--- src/rtl/slot_machine_multi.sv ---
// N-reel slot machine: LFSR-driven reels stopped one after another by a spin FSM,
// with jackpot/pair evaluation and a saturating credit balance.
module slot_machine_multi #(
  parameter int                NUM_REELS    = 3,
  parameter int                SYM_W        = 3,
  parameter int                LFSR_W       = 16,
  parameter logic [LFSR_W-1:0] LFSR_TAPS    = 16'hB400,
  parameter logic [LFSR_W-1:0] LFSR_SEED    = 16'hACE1,
  parameter int                SPIN_CYCLES  = 32,
  parameter int                STOP_GAP     = 8,
  parameter int                CREDIT_W     = 8,
  parameter int                JACKPOT_MULT = 10,
  parameter int                PAIR_MULT    = 2
) (
  input  logic                         clock,
  input  logic                         reset,
  input  logic                         coin_in,
  input  logic                         start,
  input  logic [CREDIT_W-1:0]          bet,
  output logic [NUM_REELS*SYM_W-1:0]   symbols,
  output logic [NUM_REELS-1:0]         reel_stopped,
  output logic                         busy,
  output logic                         reject,
  output logic                         done,
  output logic                         win,
  output logic                         jackpot,
  output logic [CREDIT_W-1:0]          payout,
  output logic [CREDIT_W-1:0]          credits
);

  localparam int LAST  = SPIN_CYCLES + (NUM_REELS - 1) * STOP_GAP;
  localparam int CNT_W = $clog2(LAST + 1);
  localparam int PW    = 2 * CREDIT_W;
  localparam logic [CREDIT_W-1:0] CMAX = '1;

  typedef enum logic [1:0] {IDLE, SPIN, EVAL} state_t;

  state_t                state, state_n;
  logic [LFSR_W-1:0]     lfsr;
  logic [CNT_W-1:0]      cnt, cnt_inc;
  logic [CREDIT_W-1:0]   bet_q;
  logic [SYM_W-1:0]      reel [NUM_REELS];
  logic                  accept, refuse, eval;
  logic                  all_eq, pair;
  logic [CREDIT_W-1:0]   pay_n;

  // Product formed at double width so large bets clamp instead of wrapping.
  function automatic logic [CREDIT_W-1:0] sat_mul(input logic [CREDIT_W-1:0] a, input int m);
    logic [PW-1:0] p;
    p = {{CREDIT_W{1'b0}}, a} * PW'(m);
    return (p > {{CREDIT_W{1'b0}}, CMAX}) ? CMAX : p[CREDIT_W-1:0];
  endfunction

  function automatic logic [CREDIT_W-1:0] sat_add(input logic [CREDIT_W-1:0] a,
                                                  input logic [CREDIT_W-1:0] b,
                                                  input logic                c);
    logic [CREDIT_W+1:0] s;
    s = {2'b00, a} + {2'b00, b} + {{(CREDIT_W+1){1'b0}}, c};
    return (s > {2'b00, CMAX}) ? CMAX : s[CREDIT_W-1:0];
  endfunction

  assign cnt_inc = cnt + 1'b1;
  assign busy    = (state != IDLE);

  for (genvar g = 0; g < NUM_REELS; g++) begin : g_sym
    assign symbols[g*SYM_W +: SYM_W] = reel[g];
  end

  always_comb begin
    state_n = state;
    accept  = 1'b0;
    refuse  = 1'b0;
    eval    = 1'b0;
    case (state)
      IDLE: if (start) begin
        if (bet != '0 && bet <= credits) begin
          accept  = 1'b1;
          state_n = SPIN;
        end else begin
          refuse  = 1'b1;
        end
      end
      SPIN: if (cnt_inc == CNT_W'(LAST)) state_n = EVAL;
      EVAL: begin
        eval    = 1'b1;
        state_n = IDLE;
      end
      default: state_n = IDLE;
    endcase
  end

  always_comb begin
    all_eq = 1'b1;
    for (int i = 1; i < NUM_REELS; i++) begin
      if (reel[i] != reel[0]) all_eq = 1'b0;
    end
    pair = (reel[1] == reel[0]);
    if (all_eq)    pay_n = sat_mul(bet_q, JACKPOT_MULT);
    else if (pair) pay_n = sat_mul(bet_q, PAIR_MULT);
    else           pay_n = '0;
  end

  always_ff @(posedge clock) begin
    if (!reset) state <= IDLE;
    else        state <= state_n;
  end

  // Stage boundary: all registered datapath and result state.
  always_ff @(posedge clock) begin
    if (!reset) begin
      lfsr         <= LFSR_SEED;
      cnt          <= '0;
      bet_q        <= '0;
      credits      <= '0;
      payout       <= '0;
      win          <= 1'b0;
      jackpot      <= 1'b0;
      reel_stopped <= '0;
      reject       <= 1'b0;
      done         <= 1'b0;
      for (int k = 0; k < NUM_REELS; k++) reel[k] <= '0;
    end else begin
      lfsr   <= {1'b0, lfsr[LFSR_W-1:1]} ^ (lfsr[0] ? LFSR_TAPS : '0);
      reject <= refuse;
      done   <= eval;
      if (accept) begin
        credits      <= credits - bet + {{(CREDIT_W-1){1'b0}}, coin_in};
        bet_q        <= bet;
        win          <= 1'b0;
        jackpot      <= 1'b0;
        payout       <= '0;
        reel_stopped <= '0;
        cnt          <= '0;
      end else if (eval) begin
        credits <= sat_add(credits, pay_n, coin_in);
        payout  <= pay_n;
        win     <= (pay_n != '0);
        jackpot <= all_eq;
      end else begin
        credits <= sat_add(credits, '0, coin_in);
      end
      // A reel keeps sampling the LFSR up to and including the edge it stops on.
      if (state == SPIN) begin
        cnt <= cnt_inc;
        for (int k = 0; k < NUM_REELS; k++) begin
          if (!reel_stopped[k]) reel[k] <= lfsr[k*SYM_W +: SYM_W];
          if (cnt_inc == CNT_W'(SPIN_CYCLES + k * STOP_GAP)) reel_stopped[k] <= 1'b1;
        end
      end
    end
  end

endmodule

--- config.mk ---
export PLATFORM = sky130hd
export DESIGN_NAME = slot_machine_multi
export DESIGN_NICKNAME = d
export VERILOG_FILES = /design/src/rtl/slot_machine_multi.sv
export SDC_FILE = /design/constraint.sdc
export NUM_CORES = 1
export LEC_CHECK = 0
export CAP_MARGIN = 20
export CORE_AREA = 5 5 76 113
export DETAILED_ROUTE_END_ITERATION = 8
export DIE_AREA = 0 0 81 118
export MAX_ROUTING_LAYER = met4
export PLACE_DENSITY = 0.77
export SLEW_MARGIN = 40
export SYNTH_ARGS = -nofsm -noshare
export SYNTH_HDL_FRONTEND = slang
export SYNTH_SLANG_ARGS = --single-unit
--- constraint.sdc ---
create_clock -name clock -period 4.4 [get_ports clock]
set_clock_uncertainty 0.15 [all_clocks]
set_input_delay 0.66 -clock clock [delete_from_list [all_inputs] [get_ports clock]]
set_output_delay 0.66 -clock clock [all_outputs]
set_load 0.05 [all_outputs]
* After elaboration in Yosys (flattened, before gate mapping)
Memory sizes are Yosys's and may differ from the RTL's.
Index checks and enable logic that the tools add are counted.
W data, S select, Z words.
** Storage, ports and cells
- Register bits :: 55
- RAM bits :: 9
- Output and inout bits :: 33
- Logic and storage cells :: 92
- Memories kept :: 1
** Memories
- reel :: words 3, width 3, read ports 3, clocked after memory_dff 0, wr ports 3, line 42 : logic [SYM_W-1:0] reel [NUM_REELS];
** Cells by class
- Add/subtract/negate cells :: 6
- Multipliers :: 1
- $lt $le $gt $ge :: 5
- Eq/ne operators :: 11
- Mux-type cells :: 43
- Bitwise gates (word level) :: 5
- Reduce and logical (&&, ||, !) cells :: 9
** Operator list (count)
- $mux W8 :: 8
- $mux W1 :: 23
- $eq A6 B6 Y1 const B :: 3
- $gt A9 B8 Y1 const B :: 2
- $mux W16 :: 1
- $reduce_bool A8 Y1 :: 2
- $xor A15 B16 Y16 :: 1
- $mux W3 :: 5
- $gt A12 B8 Y1 const B :: 1
- $mux W6 :: 2
- $mul A8 B3 Y11 const B :: 1
- $add A9 B1 Y10 :: 1
- $gt A10 B8 Y1 const B :: 1
- $add A8 B1 Y9 :: 1
- $add A8 B8 Y9 :: 1
- $add A8 B1 Y8 :: 1
- $le A8 B8 Y1 :: 1
- $sub A8 B8 Y8 :: 1
- $add A6 B1 Y6 const B :: 1
- $mux W2 :: 3
- $ne A3 B3 Y1 :: 2
- $reduce_and A3 Y1 :: 2
- $ne A2 B2 Y1 const B :: 2
- $pmux W2 S2 :: 1
- 10 further kinds :: 13

* Logic depth before layout (Yosys ltp)
An unclocked memory read counts as a cell.
- Depth in word-level cells :: 11
- Depth in mapped cells :: 18
- Depth with buffers taken out :: 18

* Worst setup path after synthesis
No wires, ideal clock.
- Path kind :: register to register
- Start point :: register bet_q[3]
- End point :: register credits[2]
- Arrival time :: 3.476 ns
- Setup slack :: 0.648 ns
- Stages on the path, launching flop included :: 16
- Path buffers :: 0
- Cell sequence :: dfxtp_1 ha_1 ha_1 inv_1 fa_1 nor2b_1 o21a_1 o21ai_0 nand2_1 o21a_1 ha_1 or4_1 o2bb2ai_1 inv_1 o21ai_0 o32ai_1
** On the way
- Word-level cells in the longest chain between the ends :: 10
- Elaborated cells on any way between the ends :: 13
- Those cells by class :: add/sub (2); mul (1); order compare (3); mux (7)
** RTL lines
- start, declared :: line 41 : logic [CREDIT_W-1:0] bet_q;
- start signal, assigned :: line 128 : bet_q <= bet;
- $mul A8 B3 Y11 / $gt A9 B8 Y1 (equally long branches) :: line 50, 51
- $gt A12 B8 Y1 / $mux W8 (equally long branches) :: line 51 : return (p > {{CREDIT_W{1'b0}}, CMAX}) ? CMAX : p[CREDIT_W-1:0];
- $mux W8 (on tied branches) :: line 51, 99
- $mux W8 (*) :: line 98 : if (all_eq) pay_n = sat_mul(bet_q, JACKPOT_MULT);
- net pay_n[7] :: line 45 : logic [CREDIT_W-1:0] pay_n;
- $add A8 B8 Y9 (*) :: line 58 : s = {2'b00, a} + {2'b00, b} + {{(CREDIT_W+1){1'b0}}, c};
- $add A9 B1 Y10 (*) :: line 58
- $gt A10 B8 Y1 (*) :: line 59 : return (s > {2'b00, CMAX}) ? CMAX : s[CREDIT_W-1:0];
- $mux W8 (*) :: line 59
- $mux W8 (*) :: line 134 : end else if (eval) begin
- $mux W8 (*) :: line 126 : if (accept) begin
- end signal, assigned :: line 127 : credits <= credits - bet + {{(CREDIT_W-1){1'b0}}, coin_in};
- end signal, assigned :: line 135 : credits <= sat_add(credits, pay_n, coin_in);
- end signal, assigned :: line 140 : credits <= sat_add(credits, '0, coin_in);
- end, declared :: line 28 : output logic [CREDIT_W-1:0] credits
Mark *: on every way through the listed nets, which the timed path passes. The rest lies on a longest branch.
A chain may end at the register's enable or synchronous reset.

* Worst setup path in the final report
Same ends and word-level chain as after synthesis.

==> flow_summary.toml <==
[power]
p_leak_nw = 2.050
power_frac_seq = 0.352
vdd_drop_max_mv = 0.3290
p_per_area_nw_per_um2 = 390.6
p_sw_w = 0.0006868
pwr-share-comb = 0.305
cellInternalPower_w = 0.001264
swShare = 0.3521
clockPowerShare = 0.343

[place]
port_buffers = 44
dp_hpwl_um = 8182
gp_congestion = 0.9598

[global_route]
grt_max_degree = 28
grt_pass1_vias = 3723
grt_remaining_overflow = 0
track_usage = 0.2410
grt_pass1_wl_um = 17750
antenna_found_initial = 0

[logic_synthesis]
syn_inst = 493
syn_area_um2 = 4163
ys_seq_area_frac = 0.3294
yosys_most_used_dff = "dfxtp_1"
yosys_warnings = 0
yosysTopAreaCellShare = 0.2645
synth_cell_types = 55
synth-edff-count = 9
yosys_register_bits = 64
async_flop_share = 0
synth.avg_cell_area_um2 = 8.444
yosysTopAreaCell = "dfxtp_1"
syn_nets = 556
netlist_top_cells_area = "dfxtp_1, ha_1, edfxtp_1"

[sta]
period_minus_slack_ns = 4.036
tns_ns = 0
drv_slew = 0
hold_violations = 0
worst_pin_slew_ns = 0.7999
fmax_ghz = 0.2478
whs_ns = 0.2685
setup-violations-final = 0
fin_crit_sh = 0.9173
rsz0062_at_grt = "no"
slew_headroom = 0.4654

[floorplanning]
io_pins = 45
dieHeight_um = 118
coreArea_um2 = 7515
floorplan.initialDensity = 0.5539
fp-row-count = 39
die_width_um = 81
die-area_um2 = 9558

[drt]
viasPerCell = 5.885
vias = 3778
ant_nets = 0
drc = 0
wire_per_inst_um = 16.83
wl_um = 10800
firstDrtPassIters = 8
drtIter0Drc = 270

[worst_setup_path]
rr_worst_depth = 15
cp_cell_sequence = "ha_1, ha_1, inv_1, fa_1, nor2b_1, nand4_1, o21ai_1, nand2_1, o21a_1, ha_1, or4_1, o2bb2ai_2, inv_1, o21ai_0, o32ai_1"
cp_top_family = "simple AND/OR/NAND/NOR gates"
path_buf_inv = 2
cpPeakStageDelay_ns = 0.58
slowest_stage = "or4_1"
critical_path.max_fanout = 7
worst_setup_path_end_kind = "register"
cpMostUsedCell = "ha_1"
start_kind = "register"
cp.depth = 15
crit_start = "bet_q[3]$_SDFFE_PN0P_"
r2r-end = "credits[2]$_SDFF_PN0_"
worstSetupPathType = "reg -> reg"
timing.reg2reg.setup_slack_ns = 0.36
arrival_ns = 4.08
reg2reg_from = "bet_q[3]$_SDFFE_PN0P_"
cp.required_ns = 4.45
crit_end = "credits[2]$_SDFF_PN0_"

[finish]
multiInputGateArea_um2 = 2600
antenna_cells = 0
final_cell_mix = "dfxtp_1, ha_1, a21oi_1, clkdlybuf4s50_1, nand2_1"
regArea_um2 = 1371
fill_cells = 663
areaGrowthSynthToFinish_pct = 19.96
final_common_cell = "dfxtp_1"
layout-drive-gt1-share = 0.05370
nets = 598

[min_path]
hold_class = "reg -> reg"

[status]
outcome = "finished, final reports clean"

[clock_tree]
cts_sinks = 64
clk_latency_ns = 0.33
cts_tree = "yes"
clk_pin_slew_worst_paths_ns = 0.06
cts_setup_buffers = 0
htree_levels = 3
root_buffer = "clkbuf_16"
cts_buffer_depth = 2
numCtsBuffers = 9

[run]
cap_violations = 0
per-layer routing:
metal / wire, um / global-route usage / vias up
met2: 5565 / 0.4002 / 139
met4: 285 / 0.1004 / 0
met5: 0 / - / -
li1: - / - / 1855
met1: 4331 / 0.2810 / 1756
met3: 619 / 0.04211 / 28
state kept, by name (all words and copies together), names as in the netlist:
register,count
cnt,6
reject,1
bet_q,8
payout,8
lfsr,16
win,1
done,1
jackpot,1
reel_stopped,3
credits,8
reel,9
state,2
kinds of logic (layout without fill, tap and decap cells):
kind of cell,after synthesis,count (layout),share of synthesized area
compound gates,143,143,0.2173
buf+inv,53,100,0.05019
mux,2,2,0.004809
flops,64,64,0.3294
simple gates,160,160,0.1957
xor+xnor,20,20,0.04208
fa+ha+maj,51,51,0.1605
power groups by stage:
stage	registers [W]	clock network (W)	logic, W
floorplan	0.000752	0	0.000353
global placement	0.000695	0	0.000571
detailed placement	0.000697	0	0.000584
CTS	0.000685	0.000671	0.000589
global route	0.000692	0.000697	0.000648
finish	0.000687	0.000669	0.000595
synth_stat cells (all sizes together), types with 2 or more instances:
cell type  instances
a211oi             6
a21boi             2
a21o               3
a21oi             44
a311oi             2
a31o               2
a31oi              5
and2              17
and3               5
buf                4
clkbuf            14
dfxtp             55
edfxtp             9
fa                 4
ha                47
inv               34
mux2i              2
nand2             37
nand2b            12
nand3             23
nand3b             2
nand4              4
nor2              32
nor2b              5
nor3               8
nor4               4
nor4b              2
o2111ai            3
o211ai            12
o21a               9
o21ai             35
o21bai             2
o221ai             4
o31ai              4
o41ai              3
or3                5
or4                2
xnor2              7
xor2              13
timing repair:
| action | 4_1_cts | 5_1_grt |
|---|---|---|
| endpoints found under the hold margin | 0 | 0 |
| hold buffers | 0 | 0 |
| gates resized for setup | 0 | 2 |
| endpoints found under the setup margin | 0 | 6 |
through the flow:
step                worst slack, ns  power (W)  area, um^2  cells    util
floorplan                    0.6483   0.001105        4163    493       -
global placement             0.1852   0.001266        4691    626  0.6242
detailed placement          0.07930   0.001281        4691    626  0.6242
CTS                         0.05743   0.001946        4976    642  0.6622
global route                0.07032   0.002037        4994    642  0.6645
finish                       0.3640   0.001951        4994    642  0.6645
worst min-delay path by stage:
stage / start / endpoint / slack [ns] / cells past startpoint
3_3_place_gp: lfsr[12]$_SDFF_PN0_ / lfsr[11]$_SDFF_PN1_ / 0.26 / 1
6_report: lfsr[12]$_SDFF_PN0_ / lfsr[11]$_SDFF_PN1_ / 0.27 / 1
2_1_floorplan: lfsr[12]$_SDFF_PN0_ / lfsr[11]$_SDFF_PN1_ / 0.24 / 1
5_1_grt: lfsr[12]$_SDFF_PN0_ / lfsr[11]$_SDFF_PN1_ / 0.28 / 1
3_5_place_dp: lfsr[12]$_SDFF_PN0_ / lfsr[11]$_SDFF_PN1_ / 0.24 / 1
4_1_cts: lfsr[12]$_SDFF_PN0_ / lfsr[11]$_SDFF_PN1_ / 0.27 / 1
layout make-up:
cell class              count  share of cell area
well taps                 102             0.02556
flip-flops and latches     64              0.2746
inverters                  35             0.02631
clock buffers              12             0.05137
repair buffers             49             0.09572
multi-input cells         376              0.5207
clock inverters             4            0.005763
Power figures use the tool's default switching activity.
